--- src/rtl/bus_mux_stom_link.sv ---
// Slave-to-master return path of the serial bus interconnect.
// Holds one latched master<->slave link and drives the selected slave's serial line
// back to the selected master through one register stage. An idle-line watchdog
// tears the link down when the connected slave stays at the idle level too long.
// The close request is named release_req because `release` is a reserved word.
module bus_mux_stom_link #(
    parameter int unsigned NO_MASTERS = 2,
    parameter int unsigned NO_SLAVES  = 3,
    parameter int unsigned S_ID_WIDTH = $clog2(NO_SLAVES + 1),
    parameter int unsigned M_ID_WIDTH = $clog2(NO_MASTERS),
    parameter logic        IDLE_LEVEL = 1'b1,
    parameter int unsigned TIMEOUT    = 255,
    parameter int unsigned TO_WIDTH   = $clog2(TIMEOUT + 1)
) (
    input  logic                  clk,
    input  logic                  rst,
    input  logic [M_ID_WIDTH-1:0] master_sel,
    input  logic [S_ID_WIDTH-1:0] slave_sel,
    input  logic                  connect,
    input  logic                  release_req,
    input  logic [NO_SLAVES-1:0]  slave,
    output logic [NO_MASTERS-1:0] master,
    output logic                  busy,
    output logic                  timeout,
    output logic                  err
);

    typedef enum logic [0:0] {StIdle, StConnected} state_e;

    state_e                  state_q, state_d;
    logic [M_ID_WIDTH-1:0]   m_id_q, m_id_d;
    logic [S_ID_WIDTH-1:0]   s_id_q, s_id_d;
    logic [TO_WIDTH-1:0]     cnt_q, cnt_d;
    logic [NO_MASTERS-1:0]   master_q, master_d;
    logic                    busy_q, busy_d;
    logic                    timeout_q, timeout_d;
    logic                    err_q, err_d;

    logic                    sel_valid;
    logic                    sel_line;
    logic                    line_idle;
    logic                    wd_expire;

    // Request decode: id range check and the line of the latched slave
    always_comb begin
        sel_valid = (32'(master_sel) < NO_MASTERS) && (slave_sel != '0) &&
                    (32'(slave_sel) <= NO_SLAVES);
        sel_line  = IDLE_LEVEL;
        for (int unsigned k = 0; k < NO_SLAVES; k++) begin
            if (s_id_q == S_ID_WIDTH'(k + 1)) begin
                sel_line = slave[k];
            end
        end
        line_idle = (sel_line == IDLE_LEVEL);
        // Expire on the idle cycle that would make the count reach TIMEOUT
        wd_expire = line_idle && (cnt_q == TO_WIDTH'(TIMEOUT - 1));
    end

    // State and latched-link registers
    always_ff @(posedge clk or posedge rst) begin
        if (rst) begin
            state_q <= StIdle;
            m_id_q  <= '0;
            s_id_q  <= '0;
            cnt_q   <= '0;
        end else begin
            state_q <= state_d;
            m_id_q  <= m_id_d;
            s_id_q  <= s_id_d;
            cnt_q   <= cnt_d;
        end
    end

    // Next-state: link open/close, watchdog counting
    always_comb begin
        state_d = state_q;
        m_id_d  = m_id_q;
        s_id_d  = s_id_q;
        cnt_d   = cnt_q;
        case (state_q)
            StIdle: begin
                cnt_d = '0;
                if (connect && sel_valid) begin
                    state_d = StConnected;
                    m_id_d  = master_sel;
                    s_id_d  = slave_sel;
                end
            end
            StConnected: begin
                // Release has priority over the watchdog
                if (release_req || wd_expire) begin
                    state_d = StIdle;
                end
                if (!line_idle) begin
                    cnt_d = '0;
                end else if (cnt_q != '1) begin
                    cnt_d = cnt_q + 1'b1;
                end
            end
            default: state_d = StIdle;
        endcase
    end

    // Outputs: registered datapath, status and single-cycle pulses
    always_comb begin
        busy_d    = (state_d == StConnected);
        err_d     = connect && (((state_q == StIdle) && !sel_valid) ||
                                ((state_q == StConnected) && !release_req));
        timeout_d = (state_q == StConnected) && !release_req && wd_expire;
        master_d  = {NO_MASTERS{IDLE_LEVEL}};
        // Data only flows once the ids are latched, so the first cycle after connect is idle
        for (int unsigned i = 0; i < NO_MASTERS; i++) begin
            if ((state_q == StConnected) && (state_d == StConnected) &&
                (m_id_q == M_ID_WIDTH'(i))) begin
                master_d[i] = sel_line;
            end
        end
    end

    // Output registers
    always_ff @(posedge clk or posedge rst) begin
        if (rst) begin
            master_q  <= {NO_MASTERS{IDLE_LEVEL}};
            busy_q    <= 1'b0;
            timeout_q <= 1'b0;
            err_q     <= 1'b0;
        end else begin
            master_q  <= master_d;
            busy_q    <= busy_d;
            timeout_q <= timeout_d;
            err_q     <= err_d;
        end
    end

    assign master  = master_q;
    assign busy    = busy_q;
    assign timeout = timeout_q;
    assign err     = err_q;

endmodule

--- config.mk ---
export PLATFORM = sky130hd
export DESIGN_NAME = bus_mux_stom_link
export DESIGN_NICKNAME = d
export VERILOG_FILES = /design/src/rtl/bus_mux_stom_link.sv
export SDC_FILE = /design/constraint.sdc
export NUM_CORES = 1
export LEC_CHECK = 0
export ABC_CLOCK_PERIOD_IN_PS = 2910
export CELL_PAD_IN_SITES_DETAIL_PLACEMENT = 2
export CELL_PAD_IN_SITES_GLOBAL_PLACEMENT = 2
export CORE_MARGIN = 1.5
export CORE_UTILIZATION = 33
export CTS_BUF_LIST = sky130_fd_sc_hd__clkbuf_8 sky130_fd_sc_hd__clkbuf_16
export CTS_CLUSTER_SIZE = 20
export DETAILED_ROUTE_END_ITERATION = 8
export PLACE_DENSITY = 0.76
export SYNTH_ARGS = -nofsm -noshare
export SYNTH_HDL_FRONTEND = slang
export SYNTH_SLANG_ARGS = --single-unit
--- constraint.sdc ---
create_clock -name clk -period 2.91 [get_ports clk]
set_clock_uncertainty 0.05 [all_clocks]
set_input_delay 0.7275 -clock clk [delete_from_list [all_inputs] [get_ports clk]]
set_output_delay 0.7275 -clock clk [all_outputs]
set_load 0.03 [all_outputs]
**Word-level counts from Yosys, hierarchy flattened**

Index checks and enable logic that the tools add are counted.

- Register bits after elaboration: 16
- Bits in latches: 0
- Bits in writable memories: 0
- Bits in read-only memories: 0
- Input port bits: 10
- Output and inout port bits: 5
- Logic and storage cells: 42
- Memories kept: 0

- Add/subtract/negate cells: 1
- $mul: 0
- Divide/modulo/power cells: 0
- $lt $le $gt $ge: 0
- Equal/unequal tests: 6
- Shift operators: 0
- Muxes and demuxes: 11
- Bitwise gates (word level): 2
- Reduce and logical (&&, ||, !) cells: 15

Operators with widths:

| cell | number |
|---|---|
| $mux 8 | 2 |
| $pmux 8 s2 | 1 |
| $logic_and 1x1->1 | 9 |
| $add 8x1->8 const B | 1 |
| $eq 8x8->1 const B | 1 |
| $ne 8x8->1 const B | 1 |
| $mux 1 | 7 |
| $eq 2x2->1 const B | 2 |
| $ne 3x2->1 const B | 1 |
| $eq 2x1->1 const B | 1 |
| $logic_not 1->1 | 2 |
| $logic_or 1x1->1 | 2 |
| $not 1->1 | 2 |
| $pmux 1 s2 | 1 |
| $reduce_and 2->1 | 1 |
| $reduce_bool 2->1 | 1 |

**Depth between registers and ports, before layout**

Gate-level depths: netlist of run 1.

- Word-level depth: 11
- Gate-level depth with buffers: 5
- Mapped depth without buffers: 5

**Least setup slack after synthesis of run 1**

OpenSTA, ideal clock, no wires.

- Path type: input to register
- Start point: input port connect
- End point: register m_id_q
- Setup time: 125 ps
- Arrival time: 1392 ps
- Data required time: 2735 ps
- Slack: 1343 ps
- Stages on the path: 3
- Buffers on the path: 0
- Path through: nor2b_1 -> o21ai_0 -> mux2_2

- Longest elaborated chain between the ends: 2

RTL lines:

| what | RTL line | text |
|---|---|---|
| from (decl) | 19 | `input logic connect,` |
| $logic_and 1x1->1 | 83 | `if (connect && sel_valid) begin` |
| $reduce_and 2->1 (no line) | n/a |  |
| to (signal assigned) | 68 | `m_id_q <= m_id_d;` |
| to (decl) | 31 | `logic [M_ID_WIDTH-1:0] m_id_q, m_id_d;` |

No other way between the ends.
A chain may end at the register's enable or synchronous reset.

**Worst setup path after layout of run 1**

- Start point: register master_q[1] (netlist: master[1])
- End point: output port master[1]

RTL lines:

| what | RTL line | text |
|---|---|---|
| from (decl) | 34 | `logic [NO_MASTERS-1:0] master_q, master_d;` |
| from (signal assigned) | 123 | `master_q <= {NO_MASTERS{IDLE_LEVEL}};` |
| from (signal assigned) | 128 | `master_q <= master_d;` |
| to (decl) | 22 | `output logic [NO_MASTERS-1:0] master,` |

No word-level cell between the ends.

==> results of run 1 <==
-- registers in the layout, indices dropped and copies added (netlist names) --
register  flops
cnt_q         8
master        2
s_id_q        2
busy          1
err           1
m_id_q        1
timeout       1
-- metrics by stage --
step	std cells	util	hold WS (ps)	cell area [um^2]
after CTS	118	0.450	391	995
after floorplan	73	-	348	779
after detailed placement	114	0.429	385	950
after global routing	118	0.450	428	995
after global placement	114	0.429	377	950
final	118	0.450	388	995
-- cell usage in the layout, fill, tap and decap left out, drive strengths merged --
cell and count:
dfrtp 14, clkdlybuf4s50 14, nor3 8, nand2 5, nand3 4, inv 4, and3 3, nor2 3
a21oi 3, clkbuf 3, a211oi 3, and4 2, nor3b 2, a31oi 2, a22o 2, ha 2
dfstp 2, nand4 1, mux2i 1, a211o 1, o21a 1, a2111oi 1, and2 1, nor2b 1
o21ai 1, o31ai 1, a21o 1, nand3b 1, a41oi 1, nand4bb 1, mux2 1
-- cell usage after synthesis, types with 2 or more instances --
library cell,instances
dfrtp_1,14
and4_1,2
dfstp_2,2
nand3_1,4
inv_1,3
nand2_1,5
a22o_1,2
nor3b_1,2
and3_1,3
a211oi_1,2
nor3_1,8
nor2_1,3
a31oi_1,2
a21oi_1,3
ha_1,2
-- worst reg2reg max path, stage by stage, from the launching register on --
cell and delay, ps:
dfrtp_1 420, ha_1 300, and3_1 280, and3_1 210, nor3_1 150
-- where the power goes --
part,internal (mW),switching (mW)
combinational,0.0461,0.0517
clock,0.0936,0.0777
sequential,0.243,0.0187
total,0.383,0.148
-- layout make-up --
type	instances	area [um^2]
clock buffer	3	41.3
clock inverter	1	3.75
fill	253	1220
inverter	3	11.3
multi-input combinational	53	360
sequential	16	403
tap	28	35.0
timing repair buffer	14	140
-- path summary, 6_finish.rpt --
kind,slack [ps],to,from,depth (start not counted)
worst max-delay path,710,master[1],master[1],1
worst min-delay path,390,master[1],m_id_q,1
worst max register to register,1420,cnt_q[4],cnt_q[0],4
worst min register to register,390,master[1],m_id_q,1
max in group asynchronous,1610,s_id_q[1],rst,2
min in group asynchronous,800,timeout,rst,2
-- routing by layer --
layer  up-vias  track usage  share of wire
met4         0       0.0789          0.019
met2         9        0.267           0.46
met5         -            0              0
met3         5       0.0431          0.025
li1        310            -              -
met1       328        0.246           0.49
-- kinds of logic (layout without fill, tap and decap cells) --
logic type | after synthesis | after routing | share of synthesized area
mux | 2 | 2 | 0.0273
simple gates | 32 | 32 | 0.230
flops | 16 | 16 | 0.517
buf+inv | 4 | 21 | 0.0209
fa+ha+maj | 2 | 2 | 0.0321
compound gates | 17 | 17 | 0.173
==> results.ini, run 1 <==
[die]
core_um2 = 2210
num_rows = 17
boundaryPins = 15
die_x_um = 51.6
dieHeight_um = 51.6
start_util = 0.352
die_area_um2 = 2660

[setup_path]
critical_path.top_delay_family = buffers and inverters
crit_type = reg2out
startpoint_type = flop
slowest_stage = clkdlybuf4s50_1
worstPathRequired_ps = 2130
crit_arrival_ps = 1420
cp-end-kind = output port
path_cells = clkdlybuf4s50_1
cpPeakStageDelay_ps = 660
timing.critical_path.buf_inv = 1
crit_fanout = 1

[clocking]
tritoncts = done
h-tree-depth = 1
ctsResizeCount = 0
cts_made_buffers = 3
holdBufCountCts = 0
clk_latency_ps = 250
path_clk_slew_ps = 60
cts-root-buf = clkbuf_8
cts_max_path_buffers = 2
clkSinkCount = 16
cts_setup_buffers = 0

[timing]
post-route-min-period_ps = 2200
max_freq_mhz = 455
rsz0062_at_grt = false
finalMaxSlewViolations = 0
worst_pin_slew_ps = 613
finalWorstSetupSlack_ps = 710
min_period_over_period = 0.756
hold_violations = 0
setup_viol = 0
relSlewSlack = 0.591
finalSetupTns_ps = 0

[detailed_routing]
viasPerCell = 5.53
route.detailed.drc = 0
avgRoutedWirePerCell_um = 16.6
vias = 652
drtPass1Iterations = 4
wl_mm = 1.96
final_antenna_net_count = 0
drt_iter0_drc = 12

[global_routing]
grt_max_degree = 17
grt_pass1_vias = 693
antenna_found_initial = 0
grt_pass1_wl_mm = 3.44
track_usage = 0.179
grt-ovfl-total = 0

[yosys]
syn_inst = 73
syn_area_um2 = 779
ys_seq_area_frac = 0.517
synth-seq-cells = 16
yosys_warnings = 0
syn_avg_cell_area_um2 = 10.7
synthFlopType = dfrtp_1
async_reset_ff_frac = 1.00
synth_top_area_frac = 0.449
synth_area_leader_cell = dfrtp_1
synth_cell_types = 31
synth-edff-count = 0
ys_top_cells_by_area = dfrtp_1 (45%), dfstp_2 (6.7%), nor3_1 (5.1%), ha_1 (3.2%), nand3_1 (2.6%)
syn-num-nets = 85

[power_and_ir_drop]
power_mw = 0.531
vdd_drop_max_uv = 248
p_leak_nw = 0.409
p_per_area_nw_per_um2 = 534

[worst_hold_path]
holdCritPathClass = reg2reg

[layout]
fin_nets = 103
area_delta_synth_final_pct = 27.6
drive_gt1_frac = 0.111
diodes = 0

[run_status]
outcome = complete, no violations

[place]
gp_congestion = 0.745
place_hpwl_mm = 1.47
port_buffers = 14
dp_worst_setup_slack_ps = 676

[job]
max_cap_viol_count = 0

No activity file was read; power rests on OpenSTA's default activity.
==> run 2, diff against run 1 <==
==> config.mk (replaced) <==
export PLATFORM = sky130hd
export DESIGN_NAME = bus_mux_stom_link
export DESIGN_NICKNAME = d
export VERILOG_FILES = /design/src/rtl/bus_mux_stom_link.sv
export SDC_FILE = /design/constraint.sdc
export NUM_CORES = 1
export LEC_CHECK = 0
export ABC_CLOCK_PERIOD_IN_PS = 2300
export CELL_PAD_IN_SITES_DETAIL_PLACEMENT = 2
export CELL_PAD_IN_SITES_GLOBAL_PLACEMENT = 2
export CORE_MARGIN = 1.5
export CORE_UTILIZATION = 31
export CTS_BUF_LIST = sky130_fd_sc_hd__clkbuf_8 sky130_fd_sc_hd__clkbuf_16
export CTS_CLUSTER_SIZE = 20
export DETAILED_ROUTE_END_ITERATION = 8
export PLACE_DENSITY = 0.72
export SYNTH_ARGS = -nofsm -noshare
export SYNTH_HDL_FRONTEND = slang
export SYNTH_SLANG_ARGS = --single-unit
==> constraint.sdc (replaced) <==
create_clock -name clk -period 2.3 [get_ports clk]
set_clock_uncertainty 0.05 [all_clocks]
set_input_delay 0.575 -clock clk [delete_from_list [all_inputs] [get_ports clk]]
set_output_delay 0.575 -clock clk [all_outputs]
set_load 0.03 [all_outputs]
==> results.ini, run 2 (synthesis results as in run 1) <==
[clocking]
tritoncts = done
path_clk_slew_ps = 70
ctsResizeCount = 0
holdBufCountCts = 0
cts-root-buf = clkbuf_8
cts_setup_buffers = 0
cts_made_buffers = 3
clk_latency_ps = 250
clkSinkCount = 16
cts_max_path_buffers = 2
h-tree-depth = 1

[die]
die_x_um = 53.1
die_area_um2 = 2820
start_util = 0.339
dieHeight_um = 53.1
num_rows = 17
core_um2 = 2300
boundaryPins = 15

[setup_path]
startpoint_type = flop
r2r-end = cnt_q[4]
reg2reg_from = cnt_q[0]
slowest_stage = clkdlybuf4s50_1
timing.critical_path.buf_inv = 1
cpPeakStageDelay_ps = 670
reg2reg_slack_ps = 790
worstRegToRegCells = 4
worstPathRequired_ps = 1670
crit_type = reg2out
crit_arrival_ps = 1440
cp-end-kind = output port
path_cells = clkdlybuf4s50_1
critical_path.top_delay_family = buffers and inverters
crit_fanout = 1

[detailed_routing]
vias = 654
drt_iter0_drc = 2
final_antenna_net_count = 0
avgRoutedWirePerCell_um = 18.1
drtPass1Iterations = 3
wl_mm = 2.16
route.detailed.drc = 0
viasPerCell = 5.50

[timing]
worst_pin_slew_ps = 632
relSlewSlack = 0.578
hold_violations = 0
post-route-min-period_ps = 2060
finalMaxSlewViolations = 0
finalSetupTns_ps = 0
max_freq_mhz = 485
min_period_over_period = 0.896
setup_viol = 0
rsz0062_at_grt = false

[run_status]
outcome = complete, no violations

[global_routing]
antenna_found_initial = 0
top_usage_layer = met2
grt_util_met2 = 0.269
grt_pass1_vias = 708
met1_usage = 0.252
grt_util_met3 = 0.0339
grt-ovfl-total = 0
grt_pass1_wl_mm = 3.48
track_usage = 0.180
grt_max_degree = 17

[layout]
final_cell_mix = dfrtp_1 (14), clkdlybuf4s50_1 (14), nor3_1 (8), nand2_1 (5)
area_delta_synth_final_pct = 29.9
layout.cells.non_filler = 119
drive_gt1_frac = 0.132
diodes = 0
largest_reg_flops = 8
fill_cells = 247
fin_nets = 104
top_register = cnt_q
postLayoutCoreUtil = 0.441

[worst_hold_path]
holdCritPathClass = reg2reg
hold_path_end = master[1]
min_from = m_id_q
hold_depth = 1

[power_and_ir_drop]
combPwrFrac = 0.177
switchingPower_mw = 0.198
vdd_drop_max_uv = 303
swShare = 0.276
p_per_area_nw_per_um2 = 709
power.internal_mw = 0.520
clkPwrFrac = 0.357
seq_power_share = 0.466
p_leak_nw = 0.416

[job]
max_cap_viol_count = 0

[place]
place_hpwl_mm = 1.56
gp_congestion = 0.783
port_buffers = 14
dp.cells = 115

run 2: changes by cell type in the layout (fill, tap and decap cells not counted):
cell      delta
clkbuf_8     +1
buf_4        +1
inv_1        -1
run 2: metrics by stage:
step	total power [mW]	hold WS [ps]	instance area [um^2]	worst slack, ps
CTS	0.731	411	1010	221
global route	0.755	435	1010	205
finish	0.718	399	1010	239
global placement	0.460	391	957	339
detailed placement	0.469	402	957	298
floorplan	0.408	348	779	886
run 2: worst max-delay path by stage:
stage,startpoint,to,cells past startpoint
4_1_cts,master[1],master[1],1
3_5_place_dp,slave[2],cnt_q[1],4
3_3_place_gp,slave[2],cnt_q[7],4
2_1_floorplan,connect,m_id_q,3
5_1_grt,master[1],master[1],1
6_report,master[1],master[1],1
run 2: layer usage:
layer	up-vias	share of wire
li1	310	-
met1	336	0.50
met2	6	0.47
met3	2	0.020
met4	0	0.0065
met5	-	0
run 2: power groups by stage:
stage	sequential (mW)	clock, mW	combinational, mW
2_1_floorplan	0.344	0	0.0640
3_3_place_gp	0.337	0	0.123
3_5_place_dp	0.340	0	0.129
4_1_cts	0.335	0.266	0.131
5_1_grt	0.337	0.277	0.141
6_report	0.334	0.256	0.127
run 2: cell type report:
type,count,area (um^2),share of cell area
clock buffers,4,55.1,0.0544
inverters,3,11.3,0.0111
multi-input cells,53,360,0.356
flip-flops and latches,16,403,0.398
well taps,28,35.0,0.0346
repair buffers,15,148,0.146
==> run 3, diff against run 2 <==
--- a/config.mk
+++ b/config.mk
@@ -13,6 +13,7 @@
 export CTS_BUF_LIST = sky130_fd_sc_hd__clkbuf_8 sky130_fd_sc_hd__clkbuf_16
 export CTS_CLUSTER_SIZE = 20
 export DETAILED_ROUTE_END_ITERATION = 8
+export HOLD_SLACK_MARGIN = 0.03
 export PLACE_DENSITY = 0.72
 export SYNTH_ARGS = -nofsm -noshare
 export SYNTH_HDL_FRONTEND = slang
==> results of run 3 <==
Final layout, timing and power as in run 2 (identical DEF).
